### config.mk
export PLATFORM = sky130hd
export DESIGN_NAME = ft245_device
export DESIGN_NICKNAME = d
export VERILOG_FILES = /design/src/rtl/ft245_pkg.sv /design/src/rtl/ft245_device_fifo.sv /design/src/rtl/synchronizer.sv /design/src/rtl/ft245_device.sv
export SDC_FILE = /design/constraint.sdc
export NUM_CORES = 1
export LEC_CHECK = 0
export ABC_AREA = 1
export BUFFER_PORTS_ARGS = -buffer_cell sky130_fd_sc_hd__buf_2
export CORE_ASPECT_RATIO = 0.75
export CORE_MARGIN = 4
export CORE_UTILIZATION = 55
export CTS_CLUSTER_SIZE = 28
export DETAILED_ROUTE_END_ITERATION = 10
export GPL_TIMING_DRIVEN = 0
export PLACE_DENSITY = 0.75
export SLEW_MARGIN = 20
export SYNTH_ARGS = -nofsm -noshare
export SYNTH_HDL_FRONTEND = slang
export SYNTH_HIERARCHICAL = 1
export SYNTH_SLANG_ARGS = --single-unit
### constraint.sdc
create_clock -name clk -period 2.7 [get_ports clk]
set_clock_uncertainty 0.1 [all_clocks]
set_input_delay 0.54 -clock clk [delete_from_list [all_inputs] [get_ports clk]]
set_output_delay 0.54 -clock clk [all_outputs]
set_load 0.01 [all_outputs]
### src/rtl/ft245_pkg.sv
// Shared constants and state encoding for the FT245 device-side link.
package ft245_pkg;
  localparam int FT_DATA_W       = 8;
  localparam int DEF_DEPTH       = 16;
  localparam int DEF_GAP_CYCLES  = 2;
  localparam int DEF_SYNC_STAGES = 2;

  typedef enum logic [0:0] {
    ST_READY = 1'b0,
    ST_BUSY  = 1'b1
  } ft_state_e;
endpackage

### src/rtl/ft245_device_fifo.sv
// First-word-fall-through byte FIFO with registered count; push and pop may coincide at any fill.
module byte_fifo
  import ft245_pkg::*;
#(
  parameter int DEPTH = DEF_DEPTH,
  parameter int W     = FT_DATA_W
) (
  input  logic                       clk,
  input  logic                       reset,
  input  logic                       push,
  input  logic [W-1:0]               din,
  input  logic                       pop,
  output logic [W-1:0]               dout,
  output logic                       full,
  output logic                       empty,
  output logic [$clog2(DEPTH):0]     count
);
  localparam int AW = $clog2(DEPTH);
  localparam logic [AW-1:0] PTR_ONE  = AW'(1);
  localparam logic [AW:0]   CNT_ONE  = (AW+1)'(1);
  localparam logic [AW:0]   CNT_FULL = (AW+1)'(DEPTH);

  logic [W-1:0]  mem_r [DEPTH];
  logic [AW-1:0] wr_ptr_r;
  logic [AW-1:0] rd_ptr_r;
  logic [AW:0]   count_r;
  logic          do_push_s;
  logic          do_pop_s;

  assign empty     = (count_r == '0);
  assign full      = (count_r == CNT_FULL);
  assign do_pop_s  = pop & ~empty;
  assign do_push_s = push & (~full | do_pop_s);
  assign dout      = mem_r[rd_ptr_r];
  assign count     = count_r;

  // storage array, no reset needed
  always_ff @(posedge clk) begin
    if (do_push_s) begin
      mem_r[wr_ptr_r] <= din;
    end
  end

  // pointers wrap naturally at DEPTH
  always_ff @(posedge clk or posedge reset) begin
    if (reset) begin
      wr_ptr_r <= '0;
      rd_ptr_r <= '0;
      count_r  <= '0;
    end else begin
      if (do_push_s) wr_ptr_r <= wr_ptr_r + PTR_ONE;
      if (do_pop_s)  rd_ptr_r <= rd_ptr_r + PTR_ONE;
      case ({do_push_s, do_pop_s})
        2'b10:   count_r <= count_r + CNT_ONE;
        2'b01:   count_r <= count_r - CNT_ONE;
        default: count_r <= count_r;
      endcase
    end
  end
endmodule

### src/rtl/synchronizer.sv
// Multi-flop synchronizer for a single asynchronous level input.
module synchronizer #(
  parameter int   STAGES  = 2,
  parameter logic RST_VAL = 1'b0
) (
  input  logic clk,
  input  logic reset,
  input  logic d,
  output logic q
);
  logic [STAGES-1:0] sync_r;

  // shift the pin through the flop chain
  always_ff @(posedge clk or posedge reset) begin
    if (reset) begin
      sync_r <= {STAGES{RST_VAL}};
    end else begin
      sync_r <= {sync_r[STAGES-2:0], d};
    end
  end

  assign q = sync_r[STAGES-1];
endmodule

### src/rtl/ft245_device.sv
// FTDI-side end of the FT245 async FIFO link: serves host RD#/WR# strobes from two byte FIFOs.
module ft245_device
  import ft245_pkg::*;
#(
  parameter int DEPTH       = DEF_DEPTH,
  parameter int GAP_CYCLES  = DEF_GAP_CYCLES,
  parameter int SYNC_STAGES = DEF_SYNC_STAGES
) (
  input  logic                 clk,
  input  logic                 reset,
  input  logic                 ft_rd_n,
  input  logic                 ft_wr_n,
  input  logic [FT_DATA_W-1:0] ft_data_i,
  output logic [FT_DATA_W-1:0] ft_data_o,
  output logic                 ft_data_oe,
  output logic                 ft_rxf_n,
  output logic                 ft_txe_n,
  input  logic                 host_rx_valid,
  input  logic [FT_DATA_W-1:0] host_rx_data,
  output logic                 host_rx_ready,
  output logic                 host_tx_valid,
  output logic [FT_DATA_W-1:0] host_tx_data,
  input  logic                 host_tx_ready,
  output logic                 overrun,
  output logic                 underrun
);
  localparam int GW = $clog2(GAP_CYCLES + 2);
  localparam logic [GW-1:0] GAP_LOAD = GW'(GAP_CYCLES);
  localparam logic [GW-1:0] GAP_ONE  = GW'(1);
  localparam int CW = $clog2(DEPTH) + 1;

  logic rd_sync_s, wr_sync_s;
  logic rd_prev_r, wr_prev_r;
  logic rd_rise_s, rd_fall_s, wr_fall_s;

  ft_state_e           rd_state_r, wr_state_r;
  logic [GW-1:0]       rd_gap_r, wr_gap_r;
  logic                rxf_n_r, txe_n_r;
  logic [FT_DATA_W-1:0] data_o_r;
  logic                overrun_r, underrun_r;

  logic                rx_push_s, rx_pop_s, rx_full_s, rx_empty_s;
  logic [FT_DATA_W-1:0] rx_dout_s;
  logic                tx_push_s, tx_pop_s, tx_full_s, tx_empty_s;
  logic [CW-1:0]       rx_count_s, tx_count_s;
  logic                unused_s;

  // Synchronizers reset to "strobe low" so a strobe held across reset release never looks like a new falling edge.
  synchronizer #(.STAGES(SYNC_STAGES), .RST_VAL(1'b0)) u_rd_sync (
    .clk(clk), .reset(reset), .d(ft_rd_n), .q(rd_sync_s));
  synchronizer #(.STAGES(SYNC_STAGES), .RST_VAL(1'b0)) u_wr_sync (
    .clk(clk), .reset(reset), .d(ft_wr_n), .q(wr_sync_s));

  // edge-detect registers for the synced strobes
  always_ff @(posedge clk or posedge reset) begin
    if (reset) begin
      rd_prev_r <= 1'b0;
      wr_prev_r <= 1'b0;
    end else begin
      rd_prev_r <= rd_sync_s;
      wr_prev_r <= wr_sync_s;
    end
  end

  assign rd_rise_s = rd_sync_s & ~rd_prev_r;
  assign rd_fall_s = ~rd_sync_s & rd_prev_r;
  assign wr_fall_s = ~wr_sync_s & wr_prev_r;

  assign rx_push_s = host_rx_valid & host_rx_ready;
  assign rx_pop_s  = rd_rise_s & (rd_state_r == ST_READY);
  assign tx_push_s = wr_fall_s & ~tx_full_s;
  assign tx_pop_s  = host_tx_ready & ~tx_empty_s;

  byte_fifo #(.DEPTH(DEPTH), .W(FT_DATA_W)) u_rx_fifo (
    .clk(clk), .reset(reset), .push(rx_push_s), .din(host_rx_data), .pop(rx_pop_s),
    .dout(rx_dout_s), .full(rx_full_s), .empty(rx_empty_s), .count(rx_count_s));
  byte_fifo #(.DEPTH(DEPTH), .W(FT_DATA_W)) u_tx_fifo (
    .clk(clk), .reset(reset), .push(tx_push_s), .din(ft_data_i), .pop(tx_pop_s),
    .dout(host_tx_data), .full(tx_full_s), .empty(tx_empty_s), .count(tx_count_s));

  assign unused_s = ^{rx_count_s, tx_count_s};

  // read-direction FSM: RXF# low in READY, high through strobe and gap
  always_ff @(posedge clk or posedge reset) begin
    if (reset) begin
      rd_state_r <= ST_BUSY;
      rxf_n_r    <= 1'b1;
      rd_gap_r   <= GAP_LOAD;
      data_o_r   <= '0;
      underrun_r <= 1'b0;
    end else begin
      underrun_r <= rd_fall_s & rxf_n_r;
      case (rd_state_r)
        ST_READY: begin
          if (rd_rise_s) begin
            rd_state_r <= ST_BUSY;
            rxf_n_r    <= 1'b1;
            rd_gap_r   <= GAP_LOAD;
          end
        end
        ST_BUSY: begin
          if (!rd_sync_s) begin
            rd_gap_r <= GAP_LOAD;
          end else if (rd_gap_r != '0) begin
            rd_gap_r <= rd_gap_r - GAP_ONE;
          end else if (!rx_empty_s) begin
            rd_state_r <= ST_READY;
            rxf_n_r    <= 1'b0;
            data_o_r   <= rx_dout_s;
          end
        end
        default: begin
          rd_state_r <= ST_BUSY;
          rxf_n_r    <= 1'b1;
          rd_gap_r   <= GAP_LOAD;
        end
      endcase
    end
  end

  // write-direction FSM: every synced falling edge is served, even if the host ignored TXE#
  always_ff @(posedge clk or posedge reset) begin
    if (reset) begin
      wr_state_r <= ST_BUSY;
      txe_n_r    <= 1'b1;
      wr_gap_r   <= GAP_LOAD;
      overrun_r  <= 1'b0;
    end else begin
      overrun_r <= wr_fall_s & tx_full_s;
      if (wr_fall_s) begin
        wr_state_r <= ST_BUSY;
        txe_n_r    <= 1'b1;
        wr_gap_r   <= GAP_LOAD;
      end else begin
        case (wr_state_r)
          ST_READY: wr_state_r <= ST_READY;
          ST_BUSY: begin
            if (!wr_sync_s) begin
              wr_gap_r <= GAP_LOAD;
            end else if (wr_gap_r != '0) begin
              wr_gap_r <= wr_gap_r - GAP_ONE;
            end else if (!tx_full_s) begin
              wr_state_r <= ST_READY;
              txe_n_r    <= 1'b0;
            end
          end
          default: begin
            wr_state_r <= ST_BUSY;
            txe_n_r    <= 1'b1;
            wr_gap_r   <= GAP_LOAD;
          end
        endcase
      end
    end
  end

  assign ft_data_o     = data_o_r;
  assign ft_data_oe    = ~ft_rd_n & ~reset;
  assign ft_rxf_n      = rxf_n_r;
  assign ft_txe_n      = txe_n_r;
  assign host_rx_ready = ~rx_full_s & ~reset;
  assign host_tx_valid = ~tx_empty_s;
  assign overrun       = overrun_r;
  assign underrun      = underrun_r;
endmodule

==> PnR_summary.wiki, run 1 <==
{| class="wikitable"
! Metric !! Value
|-
| Worst hold-check path type || in -> async
|-
| Slowest cell on the critical path || dfrtp_1
|-
| Cells along the critical path || buf_6 -> clkbuf_2 -> o21ai_1 -> o211ai_1 -> nand3_1 -> nand2_1 -> buf_2
|-
| Maximum fanout encountered on the critical timing path || 10
|-
| Clock tree from TritonCTS || done
|-
| Total count of hold-check failures in the final report || 0
|-
| First-pass GRT wire length || 48.4 mm
|-
| Type of element launching the critical path || register
|-
| Number of synthesized flops with an enable pin || 256
|-
| Final standard cell count with taps included and fillers excluded || 1478
|-
| Maximum vdd drop || 0.634 mV
|-
| Register clock-pin slew on the reported worst setup and hold paths || 0.06 ns
|-
| Synthesis-to-layout area growth || 14.2%
|-
| Synthesized area divided by synthesized cell count || 12.0 µm²
|-
| Vias || 8798
|-
| Max-slew violation count || 0
|-
| Max-Slew Margin vs Limit || 44.4%
|-
| CTS Sinks || 306
|-
| Violated checks || setup timing
|-
| Die Height || 141 µm
|-
| Fin nets || 1197
|-
| Number of global-route vias before repair || 8283
|-
| Fraction of registers with async set/reset || 16.3%
|-
| Dominant register cell in the synthesized netlist || edfxtp_1
|-
| Highest-count cells in the layout ignoring fill and taps || 256 x edfxtp_1, 189 x nor2_1, 112 x o21ai_0, 97 x nand2_1
|-
| RSZ-0062 raised after global routing || true
|-
| Count of antenna-violating nets left after detailed routing || 0
|-
| Crit share post-route || 102%
|-
| Filler cell count || 1672
|-
| Largest net degree at the start of global routing || 21
|-
| Flip-flop and latch count after synthesis || 306
|-
| Floorplan core area || 0.0230 mm²
|-
| DR WL/cell || 21.7 µm
|-
| Gp weighted congestion || 0.908
|-
| Max_cap viols || 0
|-
| CP max stage delay || 0.40 ns
|-
| Antenna violations before repair || 0
|-
| Syn Std Cell Area || 0.0129 mm²
|-
| Total buffers and inverters traversed by the critical path || 3
|-
| Run status || finished with violations
|-
| Share of post-route cells with drive strength above 1 || 17.9%
|-
| Fmax achieved || 361 MHz
|-
| Final HPWL DP || 21.0 mm
|-
| Data arrival at the endpoint of the critical path || 2.13 ns
|-
| Worst path top cell family by delay || buffers and inverters
|-
| X dimension of the die || 185 µm
|-
| Synthesized netlist net count || 1116
|-
| 1st-iter DRT viols || 1156
|-
| Number of placement rows || 48
|-
| Effective utilization at floorplan || 56.0%
|-
| Final routed DRC violation total || 0
|-
| Tmin final || 2.77 ns
|-
| Vias per std cell || 5.95
|-
| Later-pin clock latency in the skew report || 0.54 ns
|-
| Post-synthesis cell count || 1074
|-
| Yosys cell types || 34
|-
| Number of iterations in the first detailed-routing pass || 5
|-
| Total number of H-tree levels || 1
|-
| Critical setup path kind || reg -> out
|-
| Cts bufs inserted || 29
|-
| Most frequent standard cell in the layout excluding fill and tap cells || edfxtp_1
|-
| Power density over cell area || 1090 mW/mm²
|-
| Number of warnings printed during yosys synthesis || 6
|-
| Root buffer selected by CTS || clkbuf_16
|-
| WP data required || 2.06 ns
|-
| Static Leakage || 5.47 nW
|-
| Worst-Margin Slew || 0.832 ns
|-
| Number of input and output port buffers inserted || 44
|-
| Final setup violation count || 7
|-
| Final-layout worst hold slack || 0.0421 ns
|-
| Clock tree buffer depth || 3
|-
| Worst setup slack after placement || -0.118 ns
|-
| Wire length reported by the detailed router || 32.0 mm
|-
| Critical path capture point type || primary output
|-
| Global-route total usage across every layer || 24.7%
|-
| Die footprint || 0.0260 mm²
|-
| Final Worst Setup Slack || -0.0665 ns
|-
| Number of cells after detailed placement || 1418
|-
| Ports placed on the boundary || 45
|-
| Total congestion overflow after global routing || 0
|-
| Portion of the post-synthesis area used by sequential elements || 69.5%
|}
[state kept, by name, summed over array words and instances, names as in the netlist, 4 cells and up]
signal	cells
u_rx_fifo/mem_r	128
u_tx_fifo/rd_ptr_r	4
u_rx_fifo/rd_ptr_r	4
u_rx_fifo/count	5
ft_data_o	8
u_tx_fifo/wr_ptr_r	4
u_tx_fifo/mem_r	128
u_rx_fifo/wr_ptr_r	4
u_tx_fifo/count	5
[final timing paths]
path	startpoint	end	slack, ns	depth (start not counted)
setup / recovery	u_tx_fifo/rd_ptr_r[0]	host_tx_data[1]	-0.07	7
hold / removal	reset	u_rx_fifo/rd_ptr_r[2]	0.04	2
min in group clk	ft_rd_n	u_rd_sync/sync_r[0]	0.05	1
setup reg to reg	u_tx_fifo/count[0]	u_tx_fifo/mem_r[0][2]	0.13	8
max in group asynchronous	reset	u_rd_sync/sync_r[0]	1.90	3
hold reg to reg	u_wr_sync/sync_r[0]	u_wr_sync/sync_r[1]	0.26	0
[repair_timing]
item | CTS | global route
hold endpoints to repair | 5 | 0
pin swaps | 5 | 2
buffers inserted | 2 | 0
gates resized for setup | 56 | 29
cloned | 2 | 0
setup endpoints to repair | 73 | 170
hold buffers | 2 | 0
[Yosys cell counts, types with 7 or more instances]
| library cell | instances | area (µm²) |
|---|---|---|
| nand2_1 | 97 | 364 |
| dfrtp_1 | 44 | 1100 |
| edfxtp_1 | 256 | 7690 |
| a21oi_1 | 25 | 125 |
| xor2_1 | 14 | 123 |
| o21ai_0 | 133 | 666 |
| buf_2 | 25 | 125 |
| buf_4 | 8 | 60.1 |
| nand3_1 | 51 | 255 |
| ha_1 | 18 | 225 |
| nor2_1 | 213 | 800 |
| nand3_2 | 7 | 70.1 |
| o211ai_1 | 64 | 480 |
| buf_6 | 9 | 101 |
| inv_1 | 60 | 225 |
[final cells by class]
class	count	area, µm²	share of cell area (%)
inverter	70	277	1.88
tap	300	375	2.55
antenna	1	2.50	0.0170
buffer	51	369	2.51
clock inverter	14	175	1.19
timing repair buffer	50	315	2.14
clock buffer	39	773	5.25
sequential	306	8950	60.8
multi-input combinational	647	3480	23.7
[logic make-up (layout without fill, tap and decap cells)]
kind of cell    Yosys count  after routing  synth area share (%)
fa+ha+maj                20             20                  2.06
simple gates            385            385                  12.7
other cells               0              1                     0
flops                   306            306                  69.5
xor+xnor                 16             16                  1.09
buf+inv                 121            224                  4.58
compound gates          226            226                  10.1
[worst register-to-register path, cell delays in order, from the launching register on]
cell     delay, ns
dfrtp_1       0.42
nor2_2        0.09
nand3_2       0.11
inv_1         0.07
nor2_1        0.27
o21ai_2       0.15
inv_2         0.16
nand2_1       0.16
nor2_1        0.67
[metrics by stage]
step           total power (W)  setup TNS, ns  utilization [%]  area [µm²]
2_1_floorplan          0.00952              0                -       12900
3_3_place_gp            0.0112          -1.37             58.6       13500
3_5_place_dp            0.0114          -5.11             58.6       13500
4_1_cts                 0.0158          -1.00             63.6       14600
5_1_grt                 0.0169         -0.871             64.0       14700
6_report                0.0160         -0.267             64.0       14700
[routing by layer]
metal / GRT usage (%) / routed length (µm)
met5: 0 / 0
met4: 5.60 / 677
met3: 10.5 / 4970
met2: 32.9 / 13100
met1: 38.0 / 13300
[report_power, final]
| group | leakage, nW | internal (W) | switching [W] |
|---|---|---|---|
| logic | 2.11 | 0.00199 | 0.00403 |
| registers | 2.90 | 0.00566 | 0.000290 |
| clock network | 0.456 | 0.00239 | 0.00169 |
Power figures use the tool's default switching activity.
==> inputs of run 2 (changes only) <==
--- a/config.mk
+++ b/config.mk
@@ -13,7 +13,7 @@
 export CTS_CLUSTER_SIZE = 28
 export DETAILED_ROUTE_END_ITERATION = 10
 export GPL_TIMING_DRIVEN = 0
-export PLACE_DENSITY = 0.75
+export PLACE_DENSITY_LB_ADDON = 0.15
 export SLEW_MARGIN = 20
 export SYNTH_ARGS = -nofsm -noshare
 export SYNTH_HDL_FRONTEND = slang
==> run 2 against run 1 <==
The run ends with hold timing, setup timing left. Wire length increased by 3.1%. Critical path depth is 2 higher. Final cell count increased by 0.74%. Global-route usage is essentially flat. Critical endpoint is now host_tx_data[6]. Largest cell class unchanged.
==> PnR_summary.wiki, run 2 (synthesis gave the netlist of run 1 again) <==
{| class="wikitable"
! Metric !! Value
|-
| Maximum fanout encountered on the critical timing path || 6 (was 10)
|-
| Number of placement rows || 48 (unchanged)
|-
| Static Leakage || 5.62 nW (was 5.47 nW)
|-
| Violated checks || hold timing, setup timing (was setup timing)
|-
| Final standard cell count with taps included and fillers excluded || 1489 (was 1478)
|-
| Final routed DRC violation total || 0 (unchanged)
|-
| Register clock-pin slew on the reported worst setup and hold paths || 0.07 ns (was 0.06 ns)
|-
| Cts bufs inserted || 29 (unchanged)
|-
| Clock tree from TritonCTS || done (unchanged)
|-
| Synthesis-to-layout area growth || 17.5% (was 14.2%)
|-
| Final core utilization || 65.8% (was 64.0%)
|-
| Final HPWL DP || 21.6 mm (was 21.0 mm)
|-
| Final Worst Setup Slack || -0.0570 ns (was -0.0665 ns)
|-
| Total count of hold-check failures in the final report || 3 (was 0)
|-
| Count of antenna-violating nets left after detailed routing || 0 (unchanged)
|-
| Max-Slew Margin vs Limit || 42.8% (was 44.4%)
|-
| Cells along the critical path || buf_6 -> buf_6 -> clkbuf_16 -> a21oi_1 -> o21ai_1 -> o211ai_1 -> nand3_1 -> nand2_1 -> buf_2 (was buf_6 -> clkbuf_2 -> o21ai_1 -> o211ai_1 -> nand3_1 -> nand2_1 -> buf_2)
|-
| Total congestion overflow after global routing || 0 (unchanged)
|-
| Number of global-route vias before repair || 8011 (was 8283)
|-
| Share of post-route cells with drive strength above 1 || 21.1% (was 17.9%)
|-
| Die footprint || 0.0260 mm² (unchanged)
|-
| Highest-count cells in the layout ignoring fill and taps || 256 x edfxtp_1, 166 x nor2_1, 109 x o21ai_0, 97 x nand2_1, 64 x o211ai_1 (was 256 x edfxtp_1, 189 x nor2_1, 112 x o21ai_0, 97 x nand2_1)
|-
| First-pass GRT wire length || 48.4 mm (about the same)
|-
| Antenna violations before repair || 1 (was 0)
|-
| Final-layout setup total negative slack || -0.217 ns (was -0.267 ns)
|-
| Final-layout worst hold slack || -0.0107 ns (was 0.0421 ns)
|-
| Cell repeated most along the worst path || buf_6
|-
| Tmin final || 2.76 ns (was 2.77 ns)
|-
| Maximum vdd drop || 0.692 mV (was 0.634 mV)
|-
| Slowest cell on the critical path || dfrtp_1 (unchanged)
|-
| Max_cap viols || 0 (unchanged)
|-
| CP max stage delay || 0.39 ns (was 0.40 ns)
|-
| Floorplan core area || 0.0230 mm² (unchanged)
|-
| Effective utilization at floorplan || 56.0% (unchanged)
|-
| Number of iterations in the first detailed-routing pass || 5 (unchanged)
|-
| Gp weighted congestion || 0.897 (was 0.908)
|-
| Fmax achieved || 363 MHz (was 361 MHz)
|-
| Critical setup path kind || reg -> out (unchanged)
|-
| Global-route total usage across every layer || 24.7% (about the same)
|-
| Number of input and output port buffers inserted || 44 (unchanged)
|-
| Total number of H-tree levels || 1 (unchanged)
|-
| CTS Sinks || 306 (unchanged)
|-
| WP data required || 2.06 ns (about the same)
|-
| Crit share post-route || 102% (about the same)
|-
| Worst-Margin Slew || 0.854 ns (was 0.832 ns)
|-
| Worst path top cell family by delay || buffers and inverters (unchanged)
|-
| Critical path capture point type || primary output (unchanged)
|-
| Vias per std cell || 5.96 (was 5.95)
|-
| Ports placed on the boundary || 45 (unchanged)
|-
| Fin nets || 1208 (was 1197)
|-
| Most frequent standard cell in the layout excluding fill and tap cells || edfxtp_1 (unchanged)
|-
| Wire length reported by the detailed router || 33.0 mm (was 32.0 mm)
|-
| Data arrival at the endpoint of the critical path || 2.12 ns (was 2.13 ns)
|-
| 1st-iter DRT viols || 1257 (was 1156)
|-
| Root buffer selected by CTS || clkbuf_16 (unchanged)
|-
| Clock tree buffer depth || 3 (unchanged)
|-
| Die Height || 141 µm (unchanged)
|-
| DR WL/cell || 22.2 µm (was 21.7 µm)
|-
| RSZ-0062 raised after global routing || true (unchanged)
|-
| Max-slew violation count || 0 (unchanged)
|-
| Worst hold-check path type || in -> async (unchanged)
|-
| Filler cell count || 1704 (was 1672)
|-
| Vias || 8871 (was 8798)
|-
| Power density over cell area || 1110 mW/mm² (was 1090 mW/mm²)
|-
| Type of element launching the critical path || register (unchanged)
|-
| Run status || finished with violations (unchanged)
|-
| Later-pin clock latency in the skew report || 0.55 ns (was 0.54 ns)
|-
| X dimension of the die || 185 µm (unchanged)
|-
| Final setup violation count || 8 (was 7)
|-
| Total buffers and inverters traversed by the critical path || 4 (was 3)
|-
| Number of cells after detailed placement || 1418 (unchanged)
|-
| Largest net degree at the start of global routing || 21 (unchanged)
|}
run 2: cell count changes in the layout (fill, tap and decap cells not counted), sizes merged:
cell and delta:
bufbuf -1, clkinv +2, buf +10, bufinv +2
clkbuf -1, clkinvlp -1
run 2: per-layer routing:
layer | up-vias | wire [µm] | part of all wire [%] | GRT usage (%)
met5 | - | 0 | 0 | 0
li1 | 3971 | - | - | -
met2 | 519 | 13200 | 40 | 32.2
met4 | 0 | 627 | 1.9 | 4.83
met3 | 50 | 4300 | 13 | 7.92
met1 | 4331 | 14900 | 45 | 40.7
run 2: worst reg2reg max path, stage by stage, from the launching register on:
cell     delay, ns
dfrtp_1       0.41
nor2_2        0.08
nand3_2       0.12
inv_1         0.08
nor3b_2       0.28
o21ai_2       0.14
inv_2         0.15
nand2_1       0.20
nor2_2        0.52
run 2: worst paths after layout:
| kind | start | endpoint | slack [ns] | depth (start not counted) |
|---|---|---|---|---|
| min in group clk | ft_rd_n | u_rd_sync/sync_r[0] | 0.04 | 1 |
| max in group asynchronous | reset | ft_data_o[4] | 1.92 | 2 |
| worst min register to register | u_wr_sync/sync_r[0] | u_wr_sync/sync_r[1] | 0.25 | 0 |
| worst max-delay path | u_tx_fifo/rd_ptr_r[0] | host_tx_data[6] | -0.06 | 9 |
| worst max register to register | u_rx_fifo/count[0] | u_rx_fifo/mem_r[13][0] | 0.25 | 8 |
| worst min-delay path | reset | u_rx_fifo/wr_ptr_r[3] | -0.01 | 2 |
run 2: through the flow:
step	power, W	setup WS [ns]	instance area [µm²]
final	0.0168	-0.0570	15100
after global routing	0.0176	-0.154	15100
after CTS	0.0160	-0.0417	14700
after detailed placement	0.0114	-0.125	13500
after global placement	0.0113	-0.0839	13500
after floorplan	0.00952	0.419	12900
run 2: layout make-up:
| cell class | instances | area (µm²) | area share (%) |
|---|---|---|---|
| sequential | 306 | 8950 | 59.1 |
| inverter | 70 | 284 | 1.88 |
| clock buffer | 36 | 762 | 5.04 |
| antenna | 1 | 2.50 | 0.0165 |
| timing repair buffer | 61 | 480 | 3.18 |
| clock inverter | 17 | 234 | 1.55 |
| tap | 300 | 375 | 2.48 |
| buffer | 51 | 448 | 2.96 |
| multi-input combinational | 647 | 3600 | 23.8 |
run 2: timing repair:
action | CTS | global route
cloned | 1 | 5
gates resized for setup | 60 | 95
hold buffers | 2 | 0
pin swaps | 10 | 35
buffers inserted | 6 | 3
hold endpoints to repair | 5 | 0
endpoints found under the setup margin | 56 | 179
run 2: power breakdown:
group	switching, W	total, W	internal, W
clock network	0.00170	0.00426	0.00257
registers	0.000292	0.00595	0.00566
logic	0.00421	0.00658	0.00237
